**src/rtl/sdrstick_pkg.sv**
```systemverilog
// Shared definitions for the sdrstick transmit feeder: register map,
// FSM state encoding and default widths.
package sdrstick_pkg;

    localparam int SAMPLE_W_DEF = 24;
    localparam int CNT_W_DEF    = 16;

    localparam logic [2:0] ADDR_CTRL    = 3'd0;
    localparam logic [2:0] ADDR_STATUS  = 3'd1;
    localparam logic [2:0] ADDR_UFCOUNT = 3'd2;

    typedef logic [2:0] state_t;

    localparam state_t ST_IDLE  = 3'd0;
    localparam state_t ST_REQ_I = 3'd1;
    localparam state_t ST_CAP_I = 3'd2;
    localparam state_t ST_REQ_Q = 3'd3;
    localparam state_t ST_CAP_Q = 3'd4;
    localparam state_t ST_HOLD  = 3'd5;

endpackage

```
**src/rtl/sdrstick_tx_regs.sv**
```systemverilog
// CPU register file for the tx feeder: enable, sticky underflow flag and,
// when SDRSTICK_TX_UFCOUNT_EN is defined, a saturating underflow counter.
module sdrstick_tx_regs
    import sdrstick_pkg::*;
#(
    parameter int CNT_W = CNT_W_DEF
) (
    input  logic        clk,
    input  logic        reset,
    input  logic [2:0]  ctl_address,
    input  logic        ctl_read,
    input  logic        ctl_write,
    input  logic [31:0] ctl_writedata,
    output logic [31:0] ctl_readdata,
    input  logic        pair_valid,
    input  logic        underflow_evt,
    output logic        enable
);

    logic        underflow;
    logic        wr_ctrl;
    logic        wr_status;
    logic [31:0] rd_mux;
    logic        unused_wdata;

    assign wr_ctrl      = ctl_write && (ctl_address == ADDR_CTRL);
    assign wr_status    = ctl_write && (ctl_address == ADDR_STATUS);
    assign unused_wdata = ^ctl_writedata;

`ifdef SDRSTICK_TX_UFCOUNT_EN
    logic [CNT_W-1:0] ufcount;
    logic             wr_count;

    function automatic logic [CNT_W-1:0] sat_inc(input logic [CNT_W-1:0] v);
        return (&v) ? v : v + 1'b1;
    endfunction

    assign wr_count = ctl_write && (ctl_address == ADDR_UFCOUNT);

    // An underflow in the same cycle as a clearing write still counts once.
    always_ff @(posedge clk) begin
        if (reset)
            ufcount <= '0;
        else if (underflow_evt)
            ufcount <= wr_count ? CNT_W'(1) : sat_inc(ufcount);
        else if (wr_count)
            ufcount <= '0;
    end
`else
    localparam int unused_cnt_w = CNT_W;
`endif

    always_ff @(posedge clk) begin
        if (reset) begin
            enable    <= 1'b0;
            underflow <= 1'b0;
        end else begin
            if (wr_ctrl)
                enable <= ctl_writedata[0];
            if (underflow_evt)
                underflow <= 1'b1;
            else if (wr_status && ctl_writedata[1])
                underflow <= 1'b0;
        end
    end

    always_comb begin
        rd_mux = '0;
        case (ctl_address)
            ADDR_CTRL:    rd_mux[0]   = enable;
            ADDR_STATUS:  rd_mux[1:0] = {underflow, pair_valid};
`ifdef SDRSTICK_TX_UFCOUNT_EN
            ADDR_UFCOUNT: rd_mux[CNT_W-1:0] = ufcount;
`endif
            default:      rd_mux = '0;
        endcase
    end

    // A read colliding with a write leaves readdata untouched.
    always_ff @(posedge clk) begin
        if (reset)
            ctl_readdata <= '0;
        else if (ctl_read && !ctl_write)
            ctl_readdata <= rd_mux;
    end

endmodule

```
**src/rtl/sdrstick_tx_feeder.sv**
```systemverilog
// Pulls interleaved I/Q words from the CPU FIFO and presents one I/Q pair
// per interpolator strobe. Optional counter: SDRSTICK_TX_UFCOUNT_EN.
module sdrstick_tx_feeder
    import sdrstick_pkg::*;
#(
    parameter int SAMPLE_W = SAMPLE_W_DEF,
    parameter int CNT_W    = CNT_W_DEF
) (
    input  logic                clk,
    input  logic                reset,
    input  logic [31:0]         fifo_readdata,
    input  logic                fifo_empty,
    output logic                fifo_read,
    input  logic [2:0]          ctl_address,
    output logic [31:0]         ctl_readdata,
    input  logic                ctl_read,
    input  logic [31:0]         ctl_writedata,
    input  logic                ctl_write,
    input  logic                tx_strobe,
    output logic [SAMPLE_W-1:0] tx_i,
    output logic [SAMPLE_W-1:0] tx_q,
    output logic                tx_valid
);

    state_t              state;
    logic                enable;
    logic                pair_valid;
    logic                underflow_evt;
    logic [SAMPLE_W-1:0] pend_i;
    logic [SAMPLE_W-1:0] pend_q;
    logic                unused_word;

    assign unused_word   = ^fifo_readdata;
    assign fifo_read     = !reset && enable && !fifo_empty &&
                           (state == ST_REQ_I || state == ST_REQ_Q);
    assign underflow_evt = tx_strobe && enable && !pair_valid;

    sdrstick_tx_regs #(.CNT_W(CNT_W)) regs (
        .clk           (clk),
        .reset         (reset),
        .ctl_address   (ctl_address),
        .ctl_read      (ctl_read),
        .ctl_write     (ctl_write),
        .ctl_writedata (ctl_writedata),
        .ctl_readdata  (ctl_readdata),
        .pair_valid    (pair_valid),
        .underflow_evt (underflow_evt),
        .enable        (enable)
    );

    // Dropping enable returns to IDLE so a restart always begins with I.
    always_ff @(posedge clk) begin
        if (reset || !enable) begin
            state <= ST_IDLE;
        end else begin
            case (state)
                ST_IDLE:  state <= ST_REQ_I;
                ST_REQ_I: if (!fifo_empty) state <= ST_CAP_I;
                ST_CAP_I: state <= ST_REQ_Q;
                ST_REQ_Q: if (!fifo_empty) state <= ST_CAP_Q;
                ST_CAP_Q: state <= ST_HOLD;
                ST_HOLD:  if (!pair_valid) state <= ST_REQ_I;
                default:  state <= ST_IDLE;
            endcase
        end
    end

    always_ff @(posedge clk) begin
        if (state == ST_CAP_I)
            pend_i <= fifo_readdata[SAMPLE_W-1:0];
        if (state == ST_CAP_Q)
            pend_q <= fifo_readdata[SAMPLE_W-1:0];
    end

    always_ff @(posedge clk) begin
        if (reset || !enable)
            pair_valid <= 1'b0;
        else if (state == ST_CAP_Q)
            pair_valid <= 1'b1;
        else if (tx_strobe)
            pair_valid <= 1'b0;
    end

    // Output stage: every strobe yields a 1-cycle-late valid pulse.
    always_ff @(posedge clk) begin
        if (reset) begin
            tx_valid <= 1'b0;
            tx_i     <= '0;
            tx_q     <= '0;
        end else begin
            tx_valid <= tx_strobe;
            if (tx_strobe) begin
                if (enable && pair_valid) begin
                    tx_i <= pend_i;
                    tx_q <= pend_q;
                end else begin
                    tx_i <= '0;
                    tx_q <= '0;
                end
            end
        end
    end

endmodule

```
**config.mk**
```make
export PLATFORM = sky130hd
export DESIGN_NAME = sdrstick_tx_feeder
export DESIGN_NICKNAME = d
export VERILOG_FILES = /design/src/rtl/sdrstick_pkg.sv /design/src/rtl/sdrstick_tx_regs.sv /design/src/rtl/sdrstick_tx_feeder.sv
export SDC_FILE = /design/constraint.sdc
export NUM_CORES = 1
export LEC_CHECK = 0
export ABC_AREA = 1
export CAP_MARGIN = 20
export CELL_PAD_IN_SITES_DETAIL_PLACEMENT = 0
export CELL_PAD_IN_SITES_GLOBAL_PLACEMENT = 2
export CORE_UTILIZATION = 30
export CTS_BUF_LIST = sky130_fd_sc_hd__clkbuf_4 sky130_fd_sc_hd__clkbuf_8 sky130_fd_sc_hd__clkbuf_16
export CTS_CLUSTER_DIAMETER = 120
export CTS_CLUSTER_SIZE = 12
export DETAILED_ROUTE_END_ITERATION = 8
export PLACE_DENSITY_LB_ADDON = 0.1
export SETUP_SLACK_MARGIN = 0.02
export SLEW_MARGIN = 40
export SYNTH_ARGS = -nofsm -noshare
export SYNTH_HDL_FRONTEND = slang
export SYNTH_SLANG_ARGS = --single-unit
```
**constraint.sdc**
```tcl
create_clock -name clk -period 5.3 [get_ports clk]
set_input_delay 0.53 -clock clk [delete_from_list [all_inputs] [get_ports clk]]
set_output_delay 0.53 -clock clk [all_outputs]
set_load 0.01 [all_outputs]
```
==> metrics <==
status finished clean; drt via density 4.31; WP depth 5; Die Ht 125 um; Mapped Cells 418; initial antenna violation count 0; post-layout net count 563; Num CTS Buffers 9; Overall Power 0.00172 W; CTS clk-pin slew, worst paths 0.07 ns; Max-Cap Viols 0; CTS Buffer Depth 2; Initial Util 0.309; Multi-input gate area 0.00136 mm^2; initial drt markers 137; CP max stage delay 0.70 ns; layout cell share with drive strength beyond 1 0.196; CTS root buf clkbuf_16; fin util 0.385; CTS-repair resized insts 0; Clk Latency, worst-skew pair 0.34 ns; core box area 0.0146 mm^2; count of cell types in the netlist 21; H-tree depth 3; DRT antenna net count 0; vias 2924; RSZ-0062 raised after global routing false; synth warn 0; die area 0.0155 mm^2; first-pass GRT wire length 15700 um; Total GRT Usage 0.130; Hold Path Cell Cnt 2; filler instances 1438; CP Data Required Time 4.77 ns; Pins Over Slew Limit 0; sequential area share after synthesis 0.574; final hold violation count 0; most frequent cells in the layout clkdlybuf4s50_1, nand2_1, nand3_1, dfxtp_1; Rows 44; CP bufs+invs 3; smallest hold slack 0.466 ns; Tightest Pin Transition 0.717 ns; Worst Hold Class flop to flop; Tcrit/Tclk final 0.483; Worst R2R Path Depth 4; Post CTS Setup Buffer Count 0; Post-Syn Area 0.00450 mm^2; mean routed wirelength per cell 14.2 um; Post-Route Skew 0.00703 ns; clock sink count 105; final HPWL from detailed placement 6260 um; # setup viols final 0; CP cell instances inv_2 > nor2_4 > inv_1 > nor3_2 > clkdlybuf4s50_1; Die X 125 um; crit path time final 2.56 ns; Top delay family on crit path buffers and inverters; gr ovfl total 0; syn avg cell area 10.8 um^2; number of antenna diodes 0; Area Overhead vs Synth 24.7%; largest net degree at the start of global routing 58; FF+latch count, synth 105; most common cell after layout, fill and taps aside clkdlybuf4s50_1; cts hold-fix bufs 0; Seq. cell area 0.00259 mm^2; Power Density 306 mW/mm^2; Max transition margin 0.522; First-pass DRT Iterations 4; crit path DAT 2.03 ns; number of global-route vias before repair 2762; IO Pins 155; VDD IR-drop max 0.128 mV; Setup TNS Final 0 ns; final WL 9680 um; Highest Clock Rate 391 MHz; IO buf count 86; Critical Path Start Type flop; CTS tree built; CP Max Fanout 50; Setup crit end kind primary output; GPL Wtd Cong 0.740; r2r setup slk 3.73 ns; kind of critical path flop to primary output; leakage power total 2.36 nW; drc violations 0; Slowest cell on crit path dfxtp_4
==> logic make-up after synthesis <==
family                 Yosys count  share of synthesized area
AND/OR/NAND/NOR                137                      0.134
flip-flops                     105                      0.574
AO/OA/AOI/OAI                   56                      0.143
other                            1                   0.000833
buffers and inverters          119                      0.149
==> worst reg2reg max path, delay by kind of cell (launching register included) <==
family	cells	cell delay [ns]
simple gates	2	0.43
buf+inv	2	0.46
flops	1	0.35
==> worst paths after layout <==
check                 startpoint              to
setup reg to reg        state[0]      pend_i[16]
hold / removal    regs.underflow  regs.underflow
setup / recovery     regs.enable       fifo_read
hold reg to reg   regs.underflow  regs.underflow
==> sequential cells by signal (all words and copies together), names as in the netlist <==
signal and flops:
regs.ctl_readdata 2, pend_q 24, tx_i 24, pair_valid 1, tx_valid 1, state 3
tx_q 24, pend_i 24, regs.underflow 1, regs.enable 1
==> cell type report <==
cell class / instances / area share
flip-flops and latches: 105 / 0.462
multi-input cells: 223 / 0.242
repair buffers: 90 / 0.161
clock buffers: 13 / 0.0466
well taps: 184 / 0.0410
inverters: 61 / 0.0408
clock inverters: 3 / 0.00713
==> power breakdown <==
| group | internal, W | switching [W] |
|---|---|---|
| combinational | 0.0000763 | 0.0000804 |
| sequential | 0.000865 | 0.0000184 |
| clock | 0.000394 | 0.000286 |
==> layer usage <==
layer	vias up	GRT usage	part of all wire
li1	1478	-	-
met5	-	0	0
met1	1347	0.189	0.51
met4	0	0.0617	0.017
met2	88	0.183	0.43
met3	11	0.0249	0.043
==> per-stage QoR <==
| step | worst slack (ns) | cells | cell area [um^2] |
|---|---|---|---|
| 5_1_grt | 2.55 | 679 | 5610 |
| 2_1_floorplan | 3.40 | 447 | 4610 |
| 3_5_place_dp | 2.78 | 663 | 5310 |
| 3_3_place_gp | 2.72 | 662 | 5290 |
| 6_report | 2.74 | 679 | 5610 |
| 4_1_cts | 2.66 | 679 | 5610 |
==> cell usage after synthesis <==
cell type | instances | area [um^2]
nand2_1 | 66 | 248
dfxtp_1 | 57 | 1140
nand3_1 | 55 | 275
edfxtp_1 | 48 | 1440
o211ai_2 | 48 | 601
inv_1 | 40 | 150
buf_4 | 38 | 285
inv_2 | 21 | 78.8
buf_2 | 11 | 55.1
nor2_1 | 11 | 41.3
buf_6 | 9 | 101
a21oi_1 | 4 | 20.0
o21ai_0 | 2 | 10.0
a31oi_1 | 1 | 6.26
conb_1 | 1 | 3.75
nand4_1 | 1 | 6.26
nor2_2 | 1 | 6.26
nor2_4 | 1 | 11.3
nor3_1 | 1 | 5.00
nor3_2 | 1 | 10.0
o21ai_1 | 1 | 5.00
(Power assumes the default switching activity.)
